$ cat config.mk
export PLATFORM = sky130hd
export DESIGN_NAME = bus_arbiter
export DESIGN_NICKNAME = d
export VERILOG_FILES = /design/src/rtl/bus_arbiter.sv
export SDC_FILE = /design/constraint.sdc
export NUM_CORES = 1
export LEC_CHECK = 0
export ABC_CLOCK_PERIOD_IN_PS = 4130
export CAP_MARGIN = 20
export CORE_AREA = 2 2 112 114
export CTS_CLUSTER_DIAMETER = 60
export DETAILED_ROUTE_END_ITERATION = 10
export DIE_AREA = 0 0 114 116
export RECOVER_POWER = 25
export SLEW_MARGIN = 20
export SYNTH_ARGS = -nofsm -noshare
export SYNTH_HDL_FRONTEND = slang
export SYNTH_SLANG_ARGS = --single-unit
$ cat constraint.sdc
create_clock -name clk -period 4.13 [get_ports clk]
set_clock_uncertainty 0.05 [all_clocks]
set_input_delay 1.0325 -clock clk [delete_from_list [all_inputs] [get_ports clk]]
set_output_delay 1.0325 -clock clk [all_outputs]
set_load 0.02 [all_outputs]
$ cat src/rtl/bus_arbiter.sv
// Round-robin arbiter sharing one memory bus between NUM_MASTERS requesters.
// A grant is held for a whole transaction and ends on slave completion,
// master abort or bus timeout. There is always one IDLE cycle between grants.
//
// Handshake: a master requests by raising exactly one of m_ren/m_wen and holds
// addr/wdata/wmask/ren/wen stable until it sees its own m_done pulse (or it
// aborts by dropping both enables). The slave completes by pulsing s_done for
// one cycle; m_done/m_rdata follow s_done/s_rdata combinationally.
module bus_arbiter #(
  parameter int NUM_MASTERS    = 2,
  parameter int TIMEOUT_CYCLES = 255
) (
  input  logic                       clk,
  input  logic                       rst,
  input  logic [32*NUM_MASTERS-1:0]  m_addr,
  input  logic [32*NUM_MASTERS-1:0]  m_wdata,
  input  logic [4*NUM_MASTERS-1:0]   m_wmask,
  input  logic [NUM_MASTERS-1:0]     m_wen,
  input  logic [NUM_MASTERS-1:0]     m_ren,
  output logic [31:0]                m_rdata,
  output logic [NUM_MASTERS-1:0]     m_done,
  output logic [NUM_MASTERS-1:0]     m_err,
  output logic [31:0]                s_addr,
  output logic [31:0]                s_wdata,
  output logic [3:0]                 s_wmask,
  output logic                       s_wen,
  output logic                       s_ren,
  input  logic [31:0]                s_rdata,
  input  logic                       s_done,
  output logic [NUM_MASTERS-1:0]     grant,
  output logic                       busy,
  output logic                       state_dbg
);

  localparam int IW = $clog2(NUM_MASTERS);
  localparam int TW = (TIMEOUT_CYCLES > 0) ? $clog2(TIMEOUT_CYCLES + 1) : 1;
  localparam logic [TW-1:0] TMO_LAST = TW'((TIMEOUT_CYCLES > 0) ? TIMEOUT_CYCLES - 1 : 0);

  typedef enum logic {IDLE = 1'b0, BUSY = 1'b1} state_t;

  state_t                 state_q, state_d;
  logic [NUM_MASTERS-1:0] grant_q, grant_d;
  logic [IW-1:0]          last_q, last_d;
  logic [TW-1:0]          tmo_q, tmo_d;

  logic [NUM_MASTERS-1:0] req;
  logic                   pick_valid;
  logic [IW-1:0]          pick_idx;

  logic [31:0] addr_v  [NUM_MASTERS];
  logic [31:0] wdata_v [NUM_MASTERS];
  logic [3:0]  wmask_v [NUM_MASTERS];

  logic g_ren, g_wen, abort, tmo_hit;

  // Unpack the flat per-master buses into indexable arrays.
  for (genvar i = 0; i < NUM_MASTERS; i++) begin : g_unpack
    assign addr_v[i]  = m_addr[32*i+31 -: 32];
    assign wdata_v[i] = m_wdata[32*i+31 -: 32];
    assign wmask_v[i] = m_wmask[4*i+3 -: 4];
  end

  assign req       = m_ren | m_wen;
  assign grant     = grant_q;
  assign busy      = (state_q == BUSY);
  assign state_dbg = (state_q == BUSY);

  // Round-robin pick: first requester after last. Scanning from the farthest
  // candidate to the nearest lets the nearest one overwrite the result.
  always_comb begin : arbitrate
    int cand;
    logic [IW-1:0] cand_idx;
    pick_valid = 1'b0;
    pick_idx   = last_q;
    cand       = 0;
    cand_idx   = '0;
    for (int k = NUM_MASTERS; k >= 1; k--) begin
      cand     = (int'(last_q) + k) % NUM_MASTERS;
      cand_idx = IW'(cand);
      if (req[cand_idx]) begin
        pick_valid = 1'b1;
        pick_idx   = cand_idx;
      end
    end
  end

  // Transaction-ending conditions for the currently granted master (last_q).
  always_comb begin
    g_ren   = m_ren[last_q];
    g_wen   = m_wen[last_q];
    abort   = !(g_ren || g_wen);
    tmo_hit = (TIMEOUT_CYCLES != 0) && (tmo_q == TMO_LAST) && !s_done;
  end

  // Next-state logic and bus steering; all slave-side outputs are zero in IDLE.
  always_comb begin
    state_d = state_q;
    grant_d = grant_q;
    last_d  = last_q;
    tmo_d   = tmo_q;
    s_addr  = '0;
    s_wdata = '0;
    s_wmask = '0;
    s_wen   = 1'b0;
    s_ren   = 1'b0;
    m_done  = '0;
    m_err   = '0;
    m_rdata = s_rdata;
    case (state_q)
      IDLE: begin
        if (pick_valid) begin
          state_d          = BUSY;
          grant_d          = '0;
          grant_d[pick_idx] = 1'b1;
          last_d           = pick_idx;
          tmo_d            = '0;
        end
      end
      BUSY: begin
        s_addr  = addr_v[last_q];
        s_wdata = wdata_v[last_q];
        s_wmask = wmask_v[last_q];
        s_ren   = g_ren && !tmo_hit;
        s_wen   = g_wen && !tmo_hit;
        // An aborting master gets no completion, even if s_done coincides.
        if (!abort && s_done) begin
          m_done[last_q] = 1'b1;
        end else if (!abort && tmo_hit) begin
          m_done[last_q] = 1'b1;
          m_err[last_q]  = 1'b1;
          m_rdata        = '0;
        end
        if (s_done || abort || tmo_hit) begin
          state_d = IDLE;
          grant_d = '0;
        end else if (tmo_q != {TW{1'b1}}) begin
          tmo_d = tmo_q + 1'b1;
        end
      end
      default: begin
        state_d = IDLE;
        grant_d = '0;
      end
    endcase
  end

  // State registers; reset leaves last at the top index so master 0 wins first.
  always_ff @(posedge clk or posedge rst) begin
    if (rst) begin
      state_q <= IDLE;
      grant_q <= '0;
      last_q  <= IW'(NUM_MASTERS - 1);
      tmo_q   <= '0;
    end else begin
      state_q <= state_d;
      grant_q <= grant_d;
      last_q  <= last_d;
      tmo_q   <= tmo_d;
    end
  end

endmodule

After elaboration in Yosys (flattened, before gate mapping)
Cells that the tools add are included.
{ "classes": {"n_bitwise": 3, "eq_ne": 6, "add_sub_neg": 3, "magnitude_cmp": 7, "muxes": 48, "reduce_logical": 16} }
{ "op_table": {"columns": ["op", "n"], "rows": [
  ["$mux 32", 11],
  ["$mux 8", 3],
  ["$mux 1", 18],
  ["$mux 4", 4],
  ["$pmux 8 s2", 1],
  ["$mux 2", 7],
  ["$add 8x1->8 const B", 1],
  ["$eq 8x8->1 const B", 1],
  ["$lt 1x2->1 const B", 4],
  ["$ne 8x8->1 const B", 1],
  ["$logic_and 1x1->1", 7],
  ["$ne 2x1->1 const B", 2],
  ["$ne 2x2->1 const B", 2],
  ["$pmux 2 s2", 1],
  ["$reduce_and 2->1", 2],
  ["$logic_not 1->1", 3],
  ["$logic_or 1x1->1", 3],
  ["$reduce_and 3->1", 1],
  ["$add 1x1->1 const B", 2],
  ["$demux 1 s1", 2],
  ["$ge 1x1->1 const B", 2],
  ["$ge 2x2->1 const B", 1],
  ["$not 1->2", 1],
  ["$or 2x2->2", 1],
  ["2 further kinds", 2]
]} }
{ "word_totals": {"out_inout_bits": 110, "inputBits": 175, "elab_cells": 87, "regBits": 12} }

Logic depth before layout (Yosys ltp)
Gate-level depths: netlist of run 1.
{ "logic_depth": {"depth_word": 11, "mapped_depth": 6, "ltp_nobuf": 6} }

Worst setup path before layout of run 1
OpenSTA, ideal clock, no wires.
{ "synth_timing": {"kind": "input to output", "startpoint": "input m_ren[1]", "endpoint": "output m_rdata[10]", "arrival_time_ps": 2269, "path_slack_ps": 779, "n_path_buf": 1, "required_ps": 3048, "path_stages": 5, "cell_sequence": "or3b_2 nand3_1 nor4_4 buf_4 nor2b_1"} }
{ "synth_via": {"elab_chain_cells": 7, "elab_cells_between_ends": 8, "cone_classes": "mux (5); reduce/logical (3)"} }
{ "synth_rtl": {"columns": ["item", "line", "rtl"], "rows": [
  ["from (decl)", "19", "input logic [NUM_MASTERS-1:0] m_ren,"],
  ["$mux 1 (not written as such) (*) (2 in a row)", "89", "g_ren = m_ren[last_q];"],
  ["$logic_or 1x1->1 (*)", "91", "abort = !(g_ren || g_wen);"],
  ["$logic_and 1x1->1", "128", "end else if (!abort && tmo_hit) begin"],
  ["$mux 32", "128", null],
  ["$mux 32 (*)", "126", "if (!abort && s_done) begin"],
  ["$mux 32 (*)", "109", "case (state_q)"],
  ["to (decl)", "20", "output logic [31:0] m_rdata,"]
]} }
Every way passes the cells marked *; elsewhere a longest branch is shown, timed or not. The select of a mux whose other input is x is not followed.

Worst setup path after layout of run 1
{ "layout_timing": {"startpoint": "input m_ren[1]", "endpoint": "output m_done[0]"} }
{ "layout_via": {"elab_chain_cells": 7, "elab_cells_between_ends": 8, "cone_classes": "mux (5); reduce/logical (3)"} }
{ "layout_rtl": {"columns": ["item", "line", "rtl"], "rows": [
  ["$mux 1 (not written as such) (*) (2 in a row)", "89", null],
  ["$logic_or 1x1->1 (*)", "91", null],
  ["$logic_and 1x1->1", "128", null],
  ["$mux 2", "128", null],
  ["$mux 2 (*)", "126", null],
  ["$mux 2 (*)", "109", null],
  ["to (decl)", "21", "output logic [NUM_MASTERS-1:0] m_done,"]
]} }
Marked as above.

==> impl_results.md, run 1 <==
* Filler instances at 1200
* I/O pin count at ~290
* DRC viols at 0
* # rows at 40
* Arrival time worst endpoint at about 2900 ps
* Cells after synthesis at 281
* Largest net degree at the start of global routing at approximately 80
* Via Count at roughly 3200
* Synth Area in Compound Gates at roughly a tenth
* Yosys top cell area share at about 34%
* Cts bufs inserted at 3
* Req. time, crit path at 3050 ps
* Top FF cell, synth: dfrtp_1
* Overall fraction of global-route tracks in use at between 15 and 20%
* Status: completed
* Mux cell area share after synthesis at around 34%
* XOR/XNOR share of the synthesized area at 0%
* Clock Latency Late Sink at approximately 240 ps
* Pwr dens at about 500 nW/um^2
* Sequential element share of the synthesized area at ~14%
* Die X at roughly 110 um
* Synthesized area at roughly 2100 um^2
* Period utilisation layout at 96.05%
* Startpoint Class: primary input
* Core ar. at roughly 12000 um^2
* DIE HEIGHT at approximately 120 um
* Largest family of logic cells by synthesized area: simple AND/OR/NAND/NOR gates
* Netlist cell types at 50
* Hold buffer count at cts at 0
* Count leader, synth: nor2_1
* Initial DRC Count at 120
* CP most frequent cell: clkdlybuf4s50_1
* Synth Area in Simple Gates at a little over a third
* Leakage power at between 2 and 2.5 nW
* Max Slew Vio Count at 0
* Worst Hold Launch: tmo_q[3]$_DFFE_PP0P_
* Antenna Cells at 0
* Most instantiated cells after synthesis: nor2_1, mux2i_1, nor2b_1, dfrtp_1, clkbuf_1
* Initial Util at between 15 and 20%
* Post-route ant nets at 0
* Htree depth at 1
* FF+latch count, synth at 12
* Tmin final at roughly 4000 ps
* Syn_area_per_cell at between 7 and 8 um^2
* DP HPWL at ~10 mm
* Area delta synth->final at 147.1%
* IR drop worst, VDD at approximately 0.00025 V
* Worst-path clk slew at ~40 ps
* Vias in the first global route at 3036
* Cell count after placement at a little over 700
* Fin Hold WS at roughly 510 ps
* Asr flop ratio synth at 100.0%
* Synthesized-area fraction occupied by adder cells at approximately 1.2%
* TritonCTS clock tree: yes
* Worst-margin pin slew at about 880 ps
* Sequential cell area at between 300 and 400 um^2
* Post-synth EDFFs at 0
* Root buf cell: clkbuf_16
* Die area at 13220 um^2
* WL/cell at between 15 and 20 um
* Overflow after GRT at 0
* Area after DPL at just over 5000 um^2
* First-pass GRT wire length at 16.90 mm
* WP buf/inv at 3
* Number of max-cap violations at 0
* CP max FO at 2
* Clk buf depth at 2
* WS Path Type: primary input to primary output
* Maximum clock rate at 252.1 MHz
* Most area-hungry cell type in the Yosys netlist: mux2i_1
* Reg-to-Reg Start: last_q$_DFFE_PP1P_
* Finish-stage setup viols at 0
* Max_slew headroom at about two fifths
* Vias per inst at between 4 and 5
* Initial antenna violation count at 0
* Slowest cell on the critical path: clkdlybuf4s50_1
* Area of the multi-input gates at approximately 1700 um^2
* Cell family with most CP delay: buffers and inverters
* Cell chain of the critical path: clkdlybuf4s50_1 > or3b_2 > nand3_1 > buf_4 > nor3_1 > clkdlybuf4s50_1
* Synth warn at 0
* PortBufs at approximately 280
* Hold crit path type: register to register
* Nets at ~740
* Crit path largest cell delay at a little under 600 ps
* Ranking of synthesized cells by area: mux2i_1, nor2_1, dfrtp_1
* Fin. Hold Viols at 0
* Sink Count at 12
* Total wire length at ~12 mm
* RSZ-0062 raised after global routing: no
* Share of layout cells above drive strength 1 at under 10%
* Final RePlAce weighted congestion at between 0.7 and 0.8
* Critical path launch point: m_ren[1]
* Final Cell Area at 5200 um^2
* CP endpoint kind: primary output
* Non-Filler Instances at 708
* Mapped Nets at 458
* Drt pass-1 iters at 4
[report_power, final]
group	switching, mW	total [mW]	internal [mW]
combinational	1.16	2.20	1.04
sequential	0.0479	0.209	0.161
clock	0.0543	0.201	0.146
total	1.26	2.61	1.35
[worst reg2reg max path: stages, from the launching register on]
cell       delay [ps]
dfstp_4           660
or3b_2            470
clkbuf_1          160
and3b_4           220
o22ai_1           390
a2bb2oi_1         220
[repair_timing]
item | in CTS | in global routing
setup buffers | 0 | 0
gates resized for setup | 33 | 1
pin swaps | 0 | 0
endpoints found under the setup margin | 33 | 1
endpoints found under the hold margin | 0 | 0
[placed cells by master (no fill, tap or decap), types with 2 or more instances in the layout]
cell type / netlist / final
and2_1: 2 / 2
nand3_1: 5 / 5
o21ai_0: 4 / 4
clkbuf_1: 9 / 2
a32oi_1: 2 / 2
o31ai_1: 2 / 2
buf_4: 4 / 7
mux2i_1: 71 / 71
a21boi_0: 1 / 2
dlygate4sd2_1: 0 / 33
dfrtp_1: 11 / 11
ha_1: 2 / 2
clkdlybuf4s50_1: 0 / 242
nand2_1: 2 / 2
inv_1: 4 / 4
nand2b_1: 2 / 2
a211o_1: 3 / 3
nor2b_1: 33 / 33
dlygate4sd3_1: 0 / 8
nor3_1: 4 / 4
buf_12: 0 / 3
nor2_1: 76 / 76
nand4_1: 5 / 5
clkbuf_16: 0 / 3
and3_1: 3 / 3
[metrics by stage]
stage          total power, mW  setup TNS [ps]  util (%)  worst slack [ps]
2_1_floorplan            1.422               0         -             778.8
3_3_place_gp             2.448           -1219     43.42            -67.47
3_5_place_dp             2.450           -1579     43.42            -105.9
4_1_cts                  2.658               0     43.82             59.45
5_1_grt                  2.773               0     43.66             60.70
6_report                 2.613               0     43.66             163.0
[worst paths after layout]
kind,cells past startpoint,slack (ps),to
max in group asynchronous,2,2450,last_q$_DFFE_PP1P_
hold reg to reg,2,510,tmo_q[3]$_DFFE_PP0P_
min in group asynchronous,2,1220,tmo_q[2]$_DFFE_PP0P_
hold / removal,2,510,tmo_q[3]$_DFFE_PP0P_
setup reg to reg,5,1890,tmo_q[2]$_DFFE_PP0P_
setup / recovery,6,160,m_done[0]
[metal layers]
layer / share of wire, % / GRT usage [%]
met5: 0 / 0
met4: 0.98 / 2.846
met3: 11 / 6.538
met2: 49 / 28.77
met1: 38 / 19.15
[cell type report]
cell class	instances	area share, %
Clock buffer	4	1.708
Tap cell	147	3.537
Timing Repair Buffer	297	56.45
Inverter	5	0.3609
Sequential cell	12	5.871
Multi-Input combinational cell	243	32.07
[registers in the layout, indices dropped and copies added (netlist names)]
register	cells
tmo_q	8
grant	2
busy	1
last_q	1
[kinds of logic (layout without fill, tap and decap cells)]
kind of cell	Yosys count	after routing
buf+inv	26	306
flops	12	12
simple gates	144	144
compound gates	26	26
fa+ha+maj	2	2
mux	71	71
No activity file was read; power rests on OpenSTA's default activity.
==> inputs of run 2 (changes only) <==
--- a/config.mk
+++ b/config.mk
@@ -6,7 +6,6 @@
 export NUM_CORES = 1
 export LEC_CHECK = 0
 export ABC_CLOCK_PERIOD_IN_PS = 4130
-export CAP_MARGIN = 20
 export CORE_AREA = 2 2 112 114
 export CTS_CLUSTER_DIAMETER = 60
 export DETAILED_ROUTE_END_ITERATION = 10
==> results of run 2 <==
Final layout, timing and power as in run 1 (identical DEF).
==> inputs of run 3 (changes only) <==
--- a/config.mk
+++ b/config.mk
@@ -7,6 +7,7 @@
 export LEC_CHECK = 0
 export ABC_CLOCK_PERIOD_IN_PS = 4130
 export CORE_AREA = 2 2 112 114
+export CTS_BUF_LIST = sky130_fd_sc_hd__clkbuf_16
 export CTS_CLUSTER_DIAMETER = 60
 export DETAILED_ROUTE_END_ITERATION = 10
 export DIE_AREA = 0 0 114 116
==> impl_results.md, run 3 (synthesis results as in run 1) <==
* Max_slew headroom at a little over two fifths
* IR drop worst, VDD at about 0.00025 V
* WS Path Type: primary input to primary output
* First-pass GRT wire length at 16.85 mm
* Initial antenna violation count at 0
* Initial DRC Count at 116
* Finish-stage setup viols at 0
* Number of max-cap violations at 0
* DIE HEIGHT at between 100 and 150 um
* Worst-margin pin slew at 868.7 ps
* Max reg flops at 8
* Maximum clock rate at around 250 MHz
* TritonCTS clock tree: yes
* Overflow after GRT at 0
* Area delta synth->final at 146.6%
* Final RePlAce weighted congestion at 0.7596
* Critical path launch point: m_ren[1]
* WL/cell at 17.17 um
* Startpoint Class: primary input
* Core ar. at 11910 um^2
* Htree depth at 1
* Largest net degree at the start of global routing at 78
* Hold buffer count at cts at 0
* Arrival time worst endpoint at between 2000 and 3000 ps
* # rows at 40
* Cts bufs inserted at 3
* Worst Hold Launch: tmo_q[2]$_DFFE_PP0P_
* Fin. Hold Viols at 0
* Nets at 739
* Setup tns final at 0 ps
* Max Slew Vio Count at 0
* Vias in the first global route at slightly above 3000
* DRC viols at 0
* Non-Filler Instances at between 700 and 800
* Root buf cell: clkbuf_16
* Req. time, crit path at roughly 3000 ps
* Hold crit path type: register to register
* Period utilisation layout at between 90% and 100%
* PortBufs at roughly 280
* Largest Register: tmo_q
* Overall Power at 2.591 mW
* Commonest non-fill, non-tap cells in the layout: clkdlybuf4s50_1, nor2_1, mux2i_1
* Cell count after placement at 704
* Slowest cell on the critical path: clkdlybuf4s50_1
* Antenna Cells at 0
* Core Util, Final at between 40% and 50%
* RSZ-0062 raised after global routing: no
* Drt pass-1 iters at 4
* I/O pin count at 285
* Post-route ant nets at 0
* Reg-to-Reg Start: last_q$_DFFE_PP1P_
* Pwr dens at between 400 and 500 nW/um^2
* Pre-CTS setup slack at -105.9 ps
* Die area at ~13000 um^2
* Setup ws final at 162.1 ps
* Share of layout cells above drive strength 1 at between 4 and 5%
* Clock Latency Late Sink at between 200 and 250 ps
* Via Count at ~3100
* Clk buf depth at 2
* Status: completed
* Cell chain of the critical path: clkdlybuf4s50_1 > or3b_2 > nand3_1 > buf_4 > nor3_1 > clkdlybuf4s50_1
* Worst-path clk slew at ~40 ps
* Leakage power at 2.230 nW
* DP HPWL at around 10 mm
* CP endpoint kind: primary output
* Overall fraction of global-route tracks in use at between 10% and 20%
* Total wire length at ~12 mm
* Initial Util at between 10% and 20%
* Leading cell type in the layout, fill and taps excluded: clkdlybuf4s50_1
* Crit path largest cell delay at 580 ps
* Sink Count at 12
* Die X at about 110 um
* Vias per inst at roughly 4.4
* CP max FO at 2
* CP most frequent cell: clkdlybuf4s50_1
* Tmin final at just under 4000 ps
[run 3: cell count changes in the layout (fill, tap and decap cells not counted), sizes merged]
cell,change
clkbuf,-1
clkinv,+1
[run 3: worst paths after layout]
kind / cells after the start / slack [ps] / to
max: 6 / 160 / m_done[0]
min: 2 / 510 / tmo_q[2]$_DFFE_PP0P_
max reg2reg: 5 / 1910 / tmo_q[2]$_DFFE_PP0P_
min reg2reg: 2 / 510 / tmo_q[2]$_DFFE_PP0P_
max in group asynchronous: 2 / 2440 / last_q$_DFFE_PP1P_
min in group asynchronous: 2 / 1230 / tmo_q[0]$_DFFE_PP0P_
[run 3: metrics by stage]
step	hold slack, ps	instance area [um^2]
after floorplan	462.8	2105
after global placement	496.9	5172
after detailed placement	511.7	5172
after CTS	521.4	5210
after global routing	551.3	5190
final	513.6	5190
[run 3: report_power, final]
| part | leakage [nW] | internal [mW] | total [mW] | switching, mW |
|---|---|---|---|---|
| registers | 0.157 | 0.161 | 0.208 | 0.0476 |
| logic | 2.03 | 1.04 | 2.20 | 1.16 |
| clock network | 0.0385 | 0.128 | 0.182 | 0.0543 |
[run 3: final cells by class]
| type | count | area [um^2] |
|---|---|---|
| repair buffers | 297 | 2935 |
| clock buffers | 3 | 75.07 |
| inverters | 5 | 18.77 |
| well taps | 147 | 183.9 |
| multi-input cells | 243 | 1668 |
| fillers | 1202 | 6721 |
| flip-flops and latches | 12 | 305.3 |
| clock inverters | 1 | 3.754 |
[run 3: worst max-delay path, delay by kind of cell]
family | cells | cell delay (ps)
and+or+nand+nor | 3 | 700
buffers and inverters | 3 | 1140
[run 3: timing repair]
action                                  4_1_cts  5_1_grt
gates resized for setup                      33        1
buffers inserted                              0        0
endpoints found under the setup margin       33        1
gates cloned                                  0        0
[run 3: metal layers]
| metal | global-route usage (%) | part of all wire [%] | wire [um] | up-vias |
|---|---|---|---|---|
| met4 | 2.846 | 1.1 | 134 | 0 |
| met1 | 19.05 | 39 | 4727 | 1422 |
| met5 | 0 | 0 | 0 | - |
| met3 | 6.538 | 11 | 1324 | 11 |
| met2 | 28.73 | 49 | 5969 | 168 |
| li1 | - | - | - | 1539 |
